[src/rtl/evr_tx_framer_pkg.sv]
// ---------------------------------------------------------------------------
// evr_tx_framer_pkg
// Shared definitions for the event-generator transmit framer:
//   - 8b/10b K-character codes used on the EVG->EVR link (also used by the
//     EVR-side decoders, so keep values in sync with them)
//   - buffer-stream framing FSM state type
// No ports (package).
// ---------------------------------------------------------------------------
package evr_tx_framer_pkg;

    localparam logic [7:0] K28_5    = 8'hBC;  // comma, event lane alignment
    localparam logic [7:0] K28_0    = 8'h1C;  // data-buffer frame start
    localparam logic [7:0] K28_1    = 8'h3C;  // data-buffer frame end
    localparam logic [7:0] NULL_EVT = 8'h00;  // "no event" code

    typedef enum logic [1:0] {
        BUF_IDLE = 2'd0,
        BUF_DATA = 2'd1,
        BUF_END  = 2'd2
    } buf_state_e;

endpackage

[src/rtl/evr_tx_evt_fifo.sv]
// ---------------------------------------------------------------------------
// evr_tx_evt_fifo
// Synchronous first-word-fall-through FIFO holding pending event codes.
// Ports:
//   clk_i        in   clock, rising edge
//   rst_i        in   synchronous active-high reset (empties the FIFO)
//   push_i       in   write data_i (ignored when full)
//   data_i       in   8-bit event code
//   pop_i        in   discard head entry (ignored when empty)
//   data_o       out  head entry, valid whenever empty_o is low
//   empty_o      out  FIFO empty
//   full_o       out  FIFO full
//   full_next_o  out  FIFO will be full after this cycle's push/pop
//   level_o      out  occupancy 0..2**AW
// ---------------------------------------------------------------------------
module evr_tx_evt_fifo #(
    parameter int AW = 4
) (
    input  logic          clk_i,
    input  logic          rst_i,
    input  logic          push_i,
    input  logic [7:0]    data_i,
    input  logic          pop_i,
    output logic [7:0]    data_o,
    output logic          empty_o,
    output logic          full_o,
    output logic          full_next_o,
    output logic [AW:0]   level_o
);

    localparam int DEPTH = 2 ** AW;

    logic [7:0]    mem_q [DEPTH];
    logic [AW-1:0] wr_ptr_q;
    logic [AW-1:0] rd_ptr_q;
    logic [AW:0]   level_q;
    logic [AW:0]   level_d;
    logic          do_push;
    logic          do_pop;

    assign empty_o     = (level_q == '0);
    assign full_o      = (level_q == (AW+1)'(DEPTH));
    assign do_push     = push_i && !full_o;
    assign do_pop      = pop_i && !empty_o;
    assign level_d     = level_q + (AW+1)'(do_push) - (AW+1)'(do_pop);
    assign full_next_o = (level_d == (AW+1)'(DEPTH));
    assign data_o      = mem_q[rd_ptr_q];
    assign level_o     = level_q;

    always_ff @(posedge clk_i) begin
        if (rst_i) begin
            wr_ptr_q <= '0;
            rd_ptr_q <= '0;
            level_q  <= '0;
        end else begin
            if (do_push) wr_ptr_q <= wr_ptr_q + AW'(1);
            if (do_pop)  rd_ptr_q <= rd_ptr_q + AW'(1);
            level_q <= level_d;
        end
    end

    // Storage is plain data; pointers alone define what is valid.
    always_ff @(posedge clk_i) begin
        if (do_push) mem_q[wr_ptr_q] <= data_i;
    end

endmodule

[src/rtl/evr_tx_framer.sv]
// ---------------------------------------------------------------------------
// evr_tx_framer
// Event-generator transmit framer producing the 16-bit 8b/10b parallel word
// stream for an MGT TX channel.
//   byte1 [15:8] : event lane, K28.5 comma every COMMA_PERIOD words
//   byte0 [7:0]  : even slots = distributed bus, odd slots = K28.0/K28.1
//                  framed data-buffer stream
// Ports:
//   ref_clk        in   TX user clock
//   reset          in   synchronous active-high reset
//   tx_enable      in   0 = comma-only idle output, FIFO held, frame aborted
//   evt_code       in   event code (8'h00 accepted but dropped)
//   evt_valid      in   event valid
//   evt_ready      out  event FIFO not full
//   dbus_in        in   distributed bus byte (even slots)
//   buf_data       in   data-buffer payload byte
//   buf_valid      in   payload byte valid
//   buf_last       in   final payload byte of frame
//   buf_ready      out  payload byte consumed this cycle
//   tx_data        out  parallel word to MGT
//   tx_charisk     out  per-byte K flag
//   evt_fifo_level out  event FIFO occupancy
//   evt_deferred   out  head event held back by a comma slot (pulse)
// ---------------------------------------------------------------------------
module evr_tx_framer
    import evr_tx_framer_pkg::*;
#(
    parameter int COMMA_PERIOD = 16,
    parameter int EVT_FIFO_AW  = 4
) (
    input  logic                 ref_clk,
    input  logic                 reset,
    input  logic                 tx_enable,
    input  logic [7:0]           evt_code,
    input  logic                 evt_valid,
    output logic                 evt_ready,
    input  logic [7:0]           dbus_in,
    input  logic [7:0]           buf_data,
    input  logic                 buf_valid,
    input  logic                 buf_last,
    output logic                 buf_ready,
    output logic [15:0]          tx_data,
    output logic [1:0]           tx_charisk,
    output logic [EVT_FIFO_AW:0] evt_fifo_level,
    output logic                 evt_deferred
);

    localparam int            CW       = $clog2(COMMA_PERIOD);
    localparam logic [CW-1:0] CNT_LAST = CW'(COMMA_PERIOD - 1);

    logic [CW-1:0] comma_cnt_q;
    logic          slot_q;
    buf_state_e    state_q, state_d;
    logic [15:0]   tx_data_q;
    logic [1:0]    tx_charisk_q;
    logic          evt_ready_q;
    logic          evt_deferred_q;

    logic [7:0]    byte1_d, byte0_d;
    logic          k1_d, k0_d;
    logic          deferred_d;
    logic          buf_ready_d;
    logic          is_comma;
    logic          evt_push, evt_pop;
    logic [7:0]    fifo_head;
    logic          fifo_empty, fifo_full, fifo_full_next;

    assign is_comma = (comma_cnt_q == '0);
    // Null events complete the handshake but never occupy a FIFO entry.
    assign evt_push = evt_valid && evt_ready_q && (evt_code != NULL_EVT);
    assign evt_pop  = tx_enable && !is_comma && !fifo_empty;

    evr_tx_evt_fifo #(.AW(EVT_FIFO_AW)) u_evt_fifo (
        .clk_i       (ref_clk),
        .rst_i       (reset),
        .push_i      (evt_push),
        .data_i      (evt_code),
        .pop_i       (evt_pop),
        .data_o      (fifo_head),
        .empty_o     (fifo_empty),
        .full_o      (fifo_full),
        .full_next_o (fifo_full_next),
        .level_o     (evt_fifo_level)
    );

    always_comb begin
        state_d     = state_q;
        byte1_d     = NULL_EVT;
        k1_d        = 1'b0;
        byte0_d     = 8'h00;
        k0_d        = 1'b0;
        deferred_d  = 1'b0;
        buf_ready_d = 1'b0;
        if (!tx_enable) begin
            byte1_d = K28_5;
            k1_d    = 1'b1;
            state_d = BUF_IDLE;
        end else begin
            if (is_comma) begin
                byte1_d    = K28_5;
                k1_d       = 1'b1;
                deferred_d = !fifo_empty;
            end else if (!fifo_empty) begin
                byte1_d = fifo_head;
            end
            if (!slot_q) begin
                byte0_d = dbus_in;
            end else begin
                unique case (state_q)
                    BUF_IDLE: begin
                        // Start delimiter only; the first payload byte waits for the next odd slot.
                        if (buf_valid) begin
                            byte0_d = K28_0;
                            k0_d    = 1'b1;
                            state_d = BUF_DATA;
                        end
                    end
                    BUF_DATA: begin
                        if (buf_valid) begin
                            byte0_d     = buf_data;
                            buf_ready_d = 1'b1;
                            if (buf_last) state_d = BUF_END;
                        end
                    end
                    BUF_END: begin
                        byte0_d = K28_1;
                        k0_d    = 1'b1;
                        state_d = BUF_IDLE;
                    end
                    default: state_d = BUF_IDLE;
                endcase
            end
        end
    end

    assign buf_ready = buf_ready_d && !reset;

    // Output register stage: word built this cycle appears after the edge.
    always_ff @(posedge ref_clk) begin
        if (reset) begin
            comma_cnt_q    <= '0;
            slot_q         <= 1'b0;
            state_q        <= BUF_IDLE;
            tx_data_q      <= {K28_5, 8'h00};
            tx_charisk_q   <= 2'b10;
            evt_ready_q    <= 1'b0;
            evt_deferred_q <= 1'b0;
        end else begin
            comma_cnt_q    <= (comma_cnt_q == CNT_LAST) ? '0 : comma_cnt_q + CW'(1);
            slot_q         <= !slot_q;
            state_q        <= state_d;
            tx_data_q      <= {byte1_d, byte0_d};
            tx_charisk_q   <= {k1_d, k0_d};
            // Registered ready tracks next-cycle fullness so it equals !full while in use.
            evt_ready_q    <= !fifo_full_next;
            evt_deferred_q <= deferred_d;
        end
    end

    assign tx_data      = tx_data_q;
    assign tx_charisk   = tx_charisk_q;
    assign evt_ready    = evt_ready_q;
    assign evt_deferred = evt_deferred_q;

endmodule
[config.mk]
export PLATFORM = sky130hd
export DESIGN_NAME = evr_tx_framer
export DESIGN_NICKNAME = d
export VERILOG_FILES = /design/src/rtl/evr_tx_framer_pkg.sv /design/src/rtl/evr_tx_evt_fifo.sv /design/src/rtl/evr_tx_framer.sv
export SDC_FILE = /design/constraint.sdc
export NUM_CORES = 1
export LEC_CHECK = 0
export CORE_AREA = 2 2 154 156
export DETAILED_ROUTE_END_ITERATION = 16
export DIE_AREA = 0 0 156 158
export GPL_TIMING_DRIVEN = 0
export MAX_ROUTING_LAYER = met4
export SLEW_MARGIN = 20
export SYNTH_ARGS = -nofsm -noshare
export SYNTH_HDL_FRONTEND = slang
export SYNTH_SLANG_ARGS = --single-unit
[constraint.sdc]
create_clock -name ref_clk -period 2.9 [get_ports ref_clk]
set_clock_uncertainty 0.15 [all_clocks]
set_input_delay 0.435 -clock ref_clk [delete_from_list [all_inputs] [get_ports ref_clk]]
set_output_delay 0.435 -clock ref_clk [all_outputs]
set_load 0.1 [all_outputs]
* Yosys cells after proc, flatten, opt, wreduce, memory -nomap -nowiden *
Memory sizes are Yosys's and may differ from the RTL's. A register that Yosys moved wholly into a read port is not among the register bits.
Cells that the tools add are included.
W data, S select, Z words.

storage, ports and cells
  bits in registers = 40
  latch bits = 0
  RAM bits = 128
  memory bits (read-only) = 0
  bits of input ports = 30
  output and inout port bits = 26
  word-level logic and storage cells = 73
  memories kept = 1

cells by class
  add/subtract/negate cells = 5
  $mul = 0
  divide/modulo/power cells = 0
  order comparisons = 0
  equal/unequal tests = 8
  shift operators = 0
  mux-type cells = 19
  bitwise logic cells = 3
  reductions and logical operators = 24

memories
  memory            words  bits a word  rd ports  clocked after Yosys merged registers in  wr ports  RTL line               RTL
  u_evt_fifo.mem_q  16     8            1         1                                        1         evr_tx_evt_fifo.sv:33  logic [7:0] mem_q [DEPTH];

operators by type and width
  operator               count
  $mux W8                3
  $pmux W8 S3            1
  $add A4 B1 Y4 const B  3
  $eq A5 B5 Y1 const B   2
  $reduce_or A3 Y1       3
  $mux W4                2
  $reduce_bool A8 Y1     1
  $logic_and A1 B1 Y1    7
  $mux W1                7
  $logic_not A1 Y1       6
  $mux W2                3
  $ne A2 B2 Y1 const B   3
  $add A5 B1 Y5          1
  $logic_not A5 Y1       1
  $mux W5                1
  $sub A5 B1 Y5          1
  $eq A4 B4 Y1 const B   1
  $logic_not A4 Y1       1
  $pmux W2 S2            1
  $reduce_and A4 Y1      1
  $reduce_or A2 Y1       2
  $reduce_or A4 Y1       1
  $not A1 Y1             3
  $eq A2 B1 Y1 const B   1
  other kinds (3)        3

* Longest topological paths before layout *
Gate-level depths: netlist (run 1).

  depth in word-level cells = 8
  gate-level depth with buffers = 13
  gate-level depth less buffers = 13

* Hierarchy *
A second synthesis (run 1) with hierarchy kept.

second synthesis, totals
  cells, all modules = 418
  area, all modules = 6832.8 um^2

by module, submodules not included
  module           instances  cells an instance  area each (um^2)  seq. area each (um^2)
  evr_tx_evt_fifo  1          307                5819.3            4184.0
  evr_tx_framer    1          111                1013.5            540.5

* Worst setup path before layout (run 1) *
OpenSTA, ideal clock, no wires.

  path kind = reg-to-output
  from = register slot_q
  to = output buf_ready
  data arrival time = 3.726 ns
  data required time = 2.315 ns
  slack = -1.411 ns
  stages on the path, launching flop included = 5
  buffers on the path = 2
  path through = dfxtp_1 clkbuf_1 inv_1 clkbuf_1 nor4_1

between the ends
  cells in the longest elaborated chain, start to end = 3

RTL lines
  what                    RTL line              RTL
  start, declared         evr_tx_framer.sv:52   logic slot_q;
  start signal, assigned  evr_tx_framer.sv:150  slot_q <= !slot_q;
  $mux W1                 evr_tx_framer.sv:106  if (!slot_q) begin
  $mux W1                 evr_tx_framer.sv:94   if (!tx_enable) begin
  $logic_and A1 B1 Y1     evr_tx_framer.sv:136  assign buf_ready = buf_ready_d && !reset;
  end, declared           evr_tx_framer.sv:41   output logic buf_ready,

No other way between the ends.

* Final worst setup path (run 1) *
  from = register u_evt_fifo.level_q[3] (netlist: u_evt_fifo.level_o[3])
  to = register evt_ready_q (netlist: evt_ready)

between the ends
  cells in the longest elaborated chain, start to end = 7
  elaborated cells on any way between the ends = 11
  classes of those cells = add/sub: 2; eq/ne: 2; reduce/logical: 7

RTL lines
  what                    RTL line                                    RTL
  start, declared         evr_tx_evt_fifo.sv:36                       logic [AW:0] level_q;
  start signal, assigned  evr_tx_evt_fifo.sv:58                       level_q <= level_d;
  $logic_not A5 Y1 *      evr_tx_evt_fifo.sv:41                       assign empty_o = (level_q == '0);
  $logic_not A1 Y1 *      evr_tx_evt_fifo.sv:44, evr_tx_framer.sv:71
  $logic_and A1 B1 Y1     evr_tx_framer.sv:71                         assign evt_pop = tx_enable && !is_comma && !fifo_empty;
  $logic_and A1 B1 Y1 *   evr_tx_evt_fifo.sv:44                       assign do_pop = pop_i && !empty_o;
  via u_evt_fifo.do_pop   evr_tx_evt_fifo.sv:39                       logic do_pop;
  $sub A5 B1 Y5 *         evr_tx_evt_fifo.sv:45                       assign level_d = level_q + (AW+1)'(do_push) - (AW+1)'(do_pop);
  $eq A5 B5 Y1 *          evr_tx_evt_fifo.sv:46                       assign full_next_o = (level_d == (AW+1)'(DEPTH));
  $logic_not A1 Y1 *      evr_tx_framer.sv:155                        evt_ready_q <= !fifo_full_next;
  end signal, assigned    evr_tx_framer.sv:155
  end, declared           evr_tx_framer.sv:56                         logic evt_ready_q;

Mark *: on every way through the listed nets, which the timed path passes. The rest lies on a longest branch.
A chain may end at the register's enable or synchronous reset.

==> metrics.yaml, run 1 <==
hpwl_after_detailed_placement_mm: 9.97
worst_r2r_endpoint: "evt_ready"
n_fill_cell: 2151
cellPowerDensity_nw_per_um2: 821
final-instance-count-excl-fill: 816
finalMaxSlewViolations: 0
initial_core_util_pct: 29.6
hold_viol: 0
top_usage_layer: "met2"
post-synth-top-count-cell: "sky130_fd_sc_hd__edfxtp_1"
synth_top_family_by_area: "multiplexers"
groute.layer.met1.usage_pct: 15.8
hold_class: "input pin to register"
post_synth_fa_ha_maj_area_fraction_pct: 2.68
irDropWorstVdd_mv: 1.05
r2r_cells: 13
drtPass1Iterations: 5
timing_worst_slew_pin_value_ps: 991
power_leakage_nw: 2.82
initialDrtViolationCount: 354
count_of_antenna_diodes_in_the_layout: 0
worst_setup_path_start_kind: "register"
dieArea_um2: 24600
buffers_from_clock_root_to_sink_at_most: 2
synthTopCellsByCount: "sky130_fd_sc_hd__edfxtp_1, sky130_fd_sc_hd__dfxtp_1, sky130_fd_sc_hd__mux4_2, sky130_fd_sc_hd__nor2_1, sky130_fd_sc_hd__nand3_1"
postSynthAreaPerCell_um2: 15.8
fraction_of_synthesis_flops_using_an_asynchronous_set_or_reset_pin_pct: 0
cts-buffers-inserted: 17
crit_path_end_kind: "register"
synth_area_in_simple_gates_pct: 8.80
synthCells: 432
floorplan.die.height_um: 158
path_max_fanout: 3
clk_root_buffer_cell: "sky130_fd_sc_hd__clkbuf_16"
nets: 557
cap_violations: 0
synth_xor_xnor_area_share_pct: 0.900
hold_start: "evt_code[1]"
cp.required_ps: 3030
latest_clock_arrival_within_the_worst_skew_pair_ps: 420
io_buffer_count: 55
wl_per_cell_um: 17.9
htree_num_levels: 4
rsz0062_at_grt: "yes"
route.vias.total: 3980
gp_congestion: 0.798
netlist.area_leader.share_pct: 56.4
final_util_pct: 36.7
drt-vias-per-instance: 4.88
timing_worst_setup_path_type: "register to register"
dpl.cell_count: 777
postSynthRegisterBits: 172
synth.mux.area_fraction_pct: 10.6
period_needed_ps: 2800
slew_headroom_pct: 33.7
holdPathEnd: "u_evt_fifo.mem_q[1][1]"
floorplan.die.width_um: 156
grtUsageMet3_pct: 3.18
min_delay_path_depth: 1
cts_tree: "built"
ant_nets: 0
synth_compound_area_share_pct: 5.34
synth_top_cells_by_area: "sky130_fd_sc_hd__edfxtp_1, sky130_fd_sc_hd__dfxtp_1, sky130_fd_sc_hd__mux4_2"
grt_util_all_layers_pct: 12.9
grt_max_degree: 18
cts.clk_slew.worst_paths_ps: 60
worst_r2r_startpoint: "u_evt_fifo.level_o[3]"
setup_tns_ps: 0
mappedNetlistArea_um2: 6810
fin_crit_sh_pct: 96.6
fmax_mhz: 357
netlist-cell-type-count: 49
total_clock_sinks: 172
synth.yosys.warnings: 0
finalSetupViolations: 0
final_layout_size_suffix_gt1_share_pct: 20.7
detail_route.drc_violations: 0
number_of_global_route_vias_before_repair: 4145
fp-row-count: 56
grt_pass1_wl_mm: 23.0
synth_ff_type: "sky130_fd_sc_hd__edfxtp_1"
critical_path_arrival_ps: 2930
grt_antenna_before_repair: 0
syn-num-nets: 476
met2_usage_pct: 21.7
run_status: "finished, final reports clean"
yosys_top_cell_by_area: "sky130_fd_sc_hd__edfxtp_1"
worst_hold_slack_ps: 259
multi_input_gate_area_in_the_final_layout_um2: 2010
worst-r2r-setup-slack_ps: 100
total_power_mw: 6.94
synth.yosys.seq_area_share_pct: 69.3
overflow: 0
boundaryPins: 56
finalWirelength_mm: 14.6
core_region_area_um2: 23100
sequential_cell_area_um2: 4740
synth_enable_flop_cells: 128
synthToLayoutAreaGrowth_pct: 24.1
==> worst max path at each step <==
stage	to	slack, ps	start	cells past startpoint
after global placement	evt_ready	-920	evt_code[7]	11
after floorplan	evt_ready	20	u_evt_fifo.level_o[2]	13
after CTS	evt_ready	10	u_evt_fifo.level_o[2]	13
final	evt_ready	100	u_evt_fifo.level_o[3]	13
after global routing	evt_ready	-10	u_evt_fifo.level_o[3]	13
after detailed placement	evt_ready	-1000	evt_code[4]	11
==> stage by stage <==
step	area [µm²]	setup WS, ps
finish	8460	99.8
global route	8460	-14.2
CTS	8420	11.5
detailed placement	7790	-997
global placement	7790	-915
floorplan	6880	20.2
==> critical path, cell delays in order (launching register included) <==
cell                       delay (ps)
sky130_fd_sc_hd__dfxtp_4          360
sky130_fd_sc_hd__inv_4             60
sky130_fd_sc_hd__ha_4             130
sky130_fd_sc_hd__or4b_4           480
sky130_fd_sc_hd__nand3_4           80
sky130_fd_sc_hd__inv_2             50
sky130_fd_sc_hd__ha_4             250
sky130_fd_sc_hd__inv_2             40
sky130_fd_sc_hd__ha_4             160
sky130_fd_sc_hd__fa_2             360
sky130_fd_sc_hd__a21oi_2          140
sky130_fd_sc_hd__o21bai_1          90
sky130_fd_sc_hd__xnor2_1          170
sky130_fd_sc_hd__a41oi_1          130
==> layout make-up <==
class / instances / share of cell area [%]
Sequential cell: 172 / 56.0
Tap cell: 290 / 4.29
Buffer: 18 / 1.08
Multi-Input combinational cell: 223 / 23.8
Inverter: 19 / 0.903
Clock inverter: 14 / 2.07
Timing Repair Buffer: 62 / 6.78
Clock buffer: 18 / 5.07
==> kinds of logic after synthesis <==
group | Yosys count
xor+xnor | 7
compound gates | 54
simple gates | 105
buf+inv | 37
mux | 43
flops | 172
fa+ha+maj | 14
==> repair_timing <==
item | 4_1_cts | 5_1_grt
pin swaps | 4 | 10
setup buffers | 2 | 5
hold endpoints to repair | 0 | 0
resized for setup | 32 | 17
hold buffers | 0 | 0
endpoints found under the setup margin | 6 | 3
==> layer usage <==
| layer | vias up | part of all wire [%] |
|---|---|---|
| met5 | - | 0 |
| met4 | 0 | 0.92 |
| met3 | 18 | 4.4 |
| met2 | 102 | 51 |
| met1 | 2020 | 44 |
| li1 | 1840 | - |
==> sequential cells by signal, indices dropped and copies added, names as in the netlist, named ones only <==
register and flops:
u_evt_fifo.mem_q 128, tx_data 16, u_evt_fifo.level_o 5, comma_cnt_q 4, u_evt_fifo.rd_ptr_q 4, u_evt_fifo.wr_ptr_q 4, state_q 2, tx_charisk 2
evt_deferred 1, evt_ready 1, slot_q 1
==> cells in the final DEF, fill, tap and decap left out, drive strengths merged, types with 2 or more instances in the layout <==
cell / count
or2: 2
inv: 20
and2: 2
mux4: 23
a21oi: 13
ha: 13
buf: 23
xnor2: 4
a22oi: 17
nor4b: 2
nand2b: 2
nor2: 23
clkinv: 8
nand3: 20
dfxtp: 44
clkbuf: 27
xor2: 3
o31ai: 2
nor2b: 8
nor4: 4
nand2: 8
o22ai: 6
o21ai: 7
bufinv: 4
nor3: 5
clkdlybuf4s15: 2
a31oi: 2
mux2i: 19
and3: 18
clkdlybuf4s50: 46
or4: 5
edfxtp: 128
==> power breakdown <==
| group | internal [mW] | switching (mW) |
|---|---|---|
| clock network | 1.43 | 0.907 |
| logic | 0.671 | 1.06 |
| registers | 2.78 | 0.0986 |
Power figures use the tool's default switching activity.
==> run 2, diff against run 1 <==
--- a/config.mk
+++ b/config.mk
@@ -5,12 +5,12 @@
 export SDC_FILE = /design/constraint.sdc
 export NUM_CORES = 1
 export LEC_CHECK = 0
-export CORE_AREA = 2 2 154 156
+export CORE_AREA = 2 2 127 129
 export DETAILED_ROUTE_END_ITERATION = 16
-export DIE_AREA = 0 0 156 158
+export DIE_AREA = 0 0 129 131
 export GPL_TIMING_DRIVEN = 0
 export MAX_ROUTING_LAYER = met4
-export SLEW_MARGIN = 20
+export PLACE_DENSITY = 0.66
 export SYNTH_ARGS = -nofsm -noshare
 export SYNTH_HDL_FRONTEND = slang
 export SYNTH_SLANG_ARGS = --single-unit
==> metrics.yaml, run 2 (synthesis gave the netlist of run 1 again) <==
critical_path_arrival_ps: 2980  # was 2930 ps
core_region_area_um2: 15600  # was 23100 µm²
worst_hold_slack_ps: 265  # was 259 ps
timing.critical_path.slowest_stage_cell: "sky130_fd_sc_hd__or4b_4"  # unchanged
fin_crit_sh_pct: 98.5  # was 96.6%
wl_per_cell_um: 18.9  # was 17.9 µm
worst-r2r-setup-slack_ps: 40  # was 100 ps
power_leakage_nw: 2.78  # was 2.82 nW
preCtsSetupSlack_ps: -931  # was -997 ps
synthToLayoutAreaGrowth_pct: 21.7  # was 24.1%
top_reg_by_flops: "u_evt_fifo.mem_q"  # unchanged
gp_congestion: 0.816  # was 0.798
initial_core_util_pct: 43.7  # was 29.6%
finalWirelength_mm: 14.0  # was 14.6 mm
hpwl_after_detailed_placement_mm: 9.47  # was 9.97 mm
route.vias.total: 3908  # was 3980
clockPowerShare_pct: 32.1  # was 33.6%
flip_flop_count_of_the_largest_register_after_layout: 128  # unchanged
hold_viol: 0  # unchanged
run_status: "finished, final reports clean"  # unchanged
worst_path_dominant_cell_family: "adder cells"  # unchanged
drt-vias-per-instance: 5.27  # was 4.88
cts_tree: "built"  # unchanged
layout_setup_ws_ps: 44.4  # was 99.8 ps
cp.required_ps: 3030  # about the same
most_frequent_cells_in_the_layout: "sky130_fd_sc_hd__edfxtp_1, sky130_fd_sc_hd__clkdlybuf4s50_1, sky130_fd_sc_hd__dfxtp_1, sky130_fd_sc_hd__mux4_2, sky130_fd_sc_hd__nor2_1"  # unchanged
power_switching_mw: 2.02  # was 2.07 mW
grt_max_degree: 18  # unchanged
finalSetupViolations: 0  # unchanged
hold_class: "input pin to register"  # unchanged
critical_path_depth_in_cells: 13  # unchanged
worst_setup_path_endpoint: "evt_ready"  # unchanged
share_seq_of_total_power_pct: 42.8  # was 41.4%
timing_worst_setup_path_type: "register to register"  # unchanged
floorplan.die.height_um: 131  # was 158 µm
dpl.cell_count: 703  # was 777
cp-startpoint: "u_evt_fifo.level_o[2]"  # was u_evt_fifo.level_o[3]
relative_contribution_of_combinational_cells_to_total_power_pct: 25.1  # was 24.9%
drtPass1Iterations: 4  # was 5
final_layout_size_suffix_gt1_share_pct: 20.0  # was 20.7%
htree_num_levels: 4  # unchanged
initialDrtViolationCount: 392  # was 354
worst_setup_path_start_kind: "register"  # unchanged
setup_tns_ps: 0  # unchanged
buffers_from_clock_root_to_sink_at_most: 2  # unchanged
critical-path-top-cell-by-count: "sky130_fd_sc_hd__inv_1"  # was sky130_fd_sc_hd__ha_4
total_clock_sinks: 172  # unchanged
overflow: 0  # unchanged
detail_route.drc_violations: 0  # unchanged
most_common_cell_after_layout_fill_and_taps_aside: "sky130_fd_sc_hd__edfxtp_1"  # unchanged
fmax_mhz: 350  # was 357 MHz
path_max_fanout: 4  # was 3
io_buffer_count: 55  # unchanged
timing_worst_slew_pin_value_ps: 1200  # was 991 ps
nets: 556  # was 557
ant_nets: 0  # unchanged
grt_antenna_before_repair: 0  # unchanged
number_of_global_route_vias_before_repair: 4049  # was 4145
slew_headroom_pct: 19.7  # was 33.7%
n_fill_cell: 1295  # was 2151
irDropWorstVdd_mv: 0.906  # was 1.05 mV
cts-buffers-inserted: 17  # unchanged
period_needed_ps: 2860  # was 2800 ps
floorplan.die.width_um: 129  # was 156 µm
path_cells: "inv_4 -> ha_4 -> or4b_4 -> nand3_4 -> inv_1 -> ha_1 -> inv_1 -> ha_2 -> fa_2 -> a21oi_2 -> o21bai_1 -> xnor2_1 -> a41oi_1"  # was inv_4 -> ha_4 -> or4b_4 -> nand3_4 -> inv_2 -> ha_4 -> inv_2 -> ha_4 -> fa_2 -> a21oi_2 -> o21bai_1 -> xnor2_1 -> a41oi_1
grt_pass1_wl_mm: 21.6  # was 23.0 mm
worst_r2r_startpoint: "u_evt_fifo.level_o[2]"  # was u_evt_fifo.level_o[3]
dieArea_um2: 16900  # was 24600 µm²
worst_r2r_endpoint: "evt_ready"  # unchanged
cp_slowest_stage_delay_ps: 480  # about the same
switching_share_pct: 30.2  # was 29.8%
r2r_cells: 13  # unchanged
final-instance-count-excl-fill: 741  # was 816
clk_root_buffer_cell: "sky130_fd_sc_hd__clkbuf_16"  # unchanged
fp-row-count: 46  # was 56
rsz0062_at_grt: "yes"  # unchanged
count_of_antenna_diodes_in_the_layout: 0  # unchanged
latest_clock_arrival_within_the_worst_skew_pair_ps: 420  # about the same
crit_path_end_kind: "register"  # unchanged
intPower_mw: 4.68  # was 4.88 mW
finalMaxSlewViolations: 0  # unchanged
cap_violations: 0  # unchanged
worst-path-buf-inv: 3  # unchanged
boundaryPins: 56  # unchanged
grt_util_all_layers_pct: 18.1  # was 12.9%
final_util_pct: 53.2  # was 36.7%
cellPowerDensity_nw_per_um2: 808  # was 821 nW/µm²
cts.clk_slew.worst_paths_ps: 60  # about the same
run 2: layer usage:
metal | vias to the layer above | share of wire (%) | track usage, %
met4 | 0 | 0.98 | 5.24
met2 | 144 | 52 | 31.3
met1 | 1921 | 41 | 21.3
li1 | 1828 | - | -
met5 | - | 0 | -
met3 | 15 | 5.8 | 4.19
run 2: power by group through the flow:
| stage | Sequential (mW) | Combinational (mW) | Clock [mW] |
|---|---|---|---|
| after global placement | 2.91 | 1.60 | 0 |
| final | 2.87 | 1.68 | 2.15 |
| after floorplan | 3.32 | 0.822 | 0 |
| after CTS | 2.87 | 1.65 | 2.18 |
| after global routing | 2.88 | 1.80 | 2.27 |
| after detailed placement | 2.92 | 1.64 | 0 |
run 2: repair_timing:
action | CTS | global route
buffers inserted | 1 | 5
endpoints found under the setup margin | 6 | 3
pin swaps | 4 | 5
gates resized for setup | 26 | 12
hold buffers | 0 | 0
run 2: final cells by class:
type,count,area (µm²),share of cell area (%)
Timing Repair Buffer,61,576,6.94
Multi-Input combinational cell,223,1980,23.9
Inverter,19,76.3,0.920
Buffer,18,91.3,1.10
Sequential cell,172,4740,57.1
Clock buffer,21,440,5.31
Clock inverter,11,120,1.45
Tap cell,216,270,3.26
run 2: worst min-delay path by stage:
stage	depth (start not counted)	slack, ps	startpoint	endpoint
final	1	270	evt_code[5]	u_evt_fifo.mem_q[13][5]
after detailed placement	1	320	comma_cnt_q[0]	comma_cnt_q[0]
after CTS	1	330	comma_cnt_q[0]	comma_cnt_q[0]
after floorplan	1	300	comma_cnt_q[0]	comma_cnt_q[0]
after global routing	1	270	evt_code[5]	u_evt_fifo.mem_q[13][5]
after global placement	1	310	comma_cnt_q[0]	comma_cnt_q[0]
run 2: through the flow:
step / instance area (µm²) / total power [mW]
final: 8290 / 6.70
after CTS: 8280 / 6.70
after floorplan: 6880 / 4.14
after detailed placement: 7700 / 4.56
after global placement: 7700 / 4.51
after global routing: 8290 / 6.95
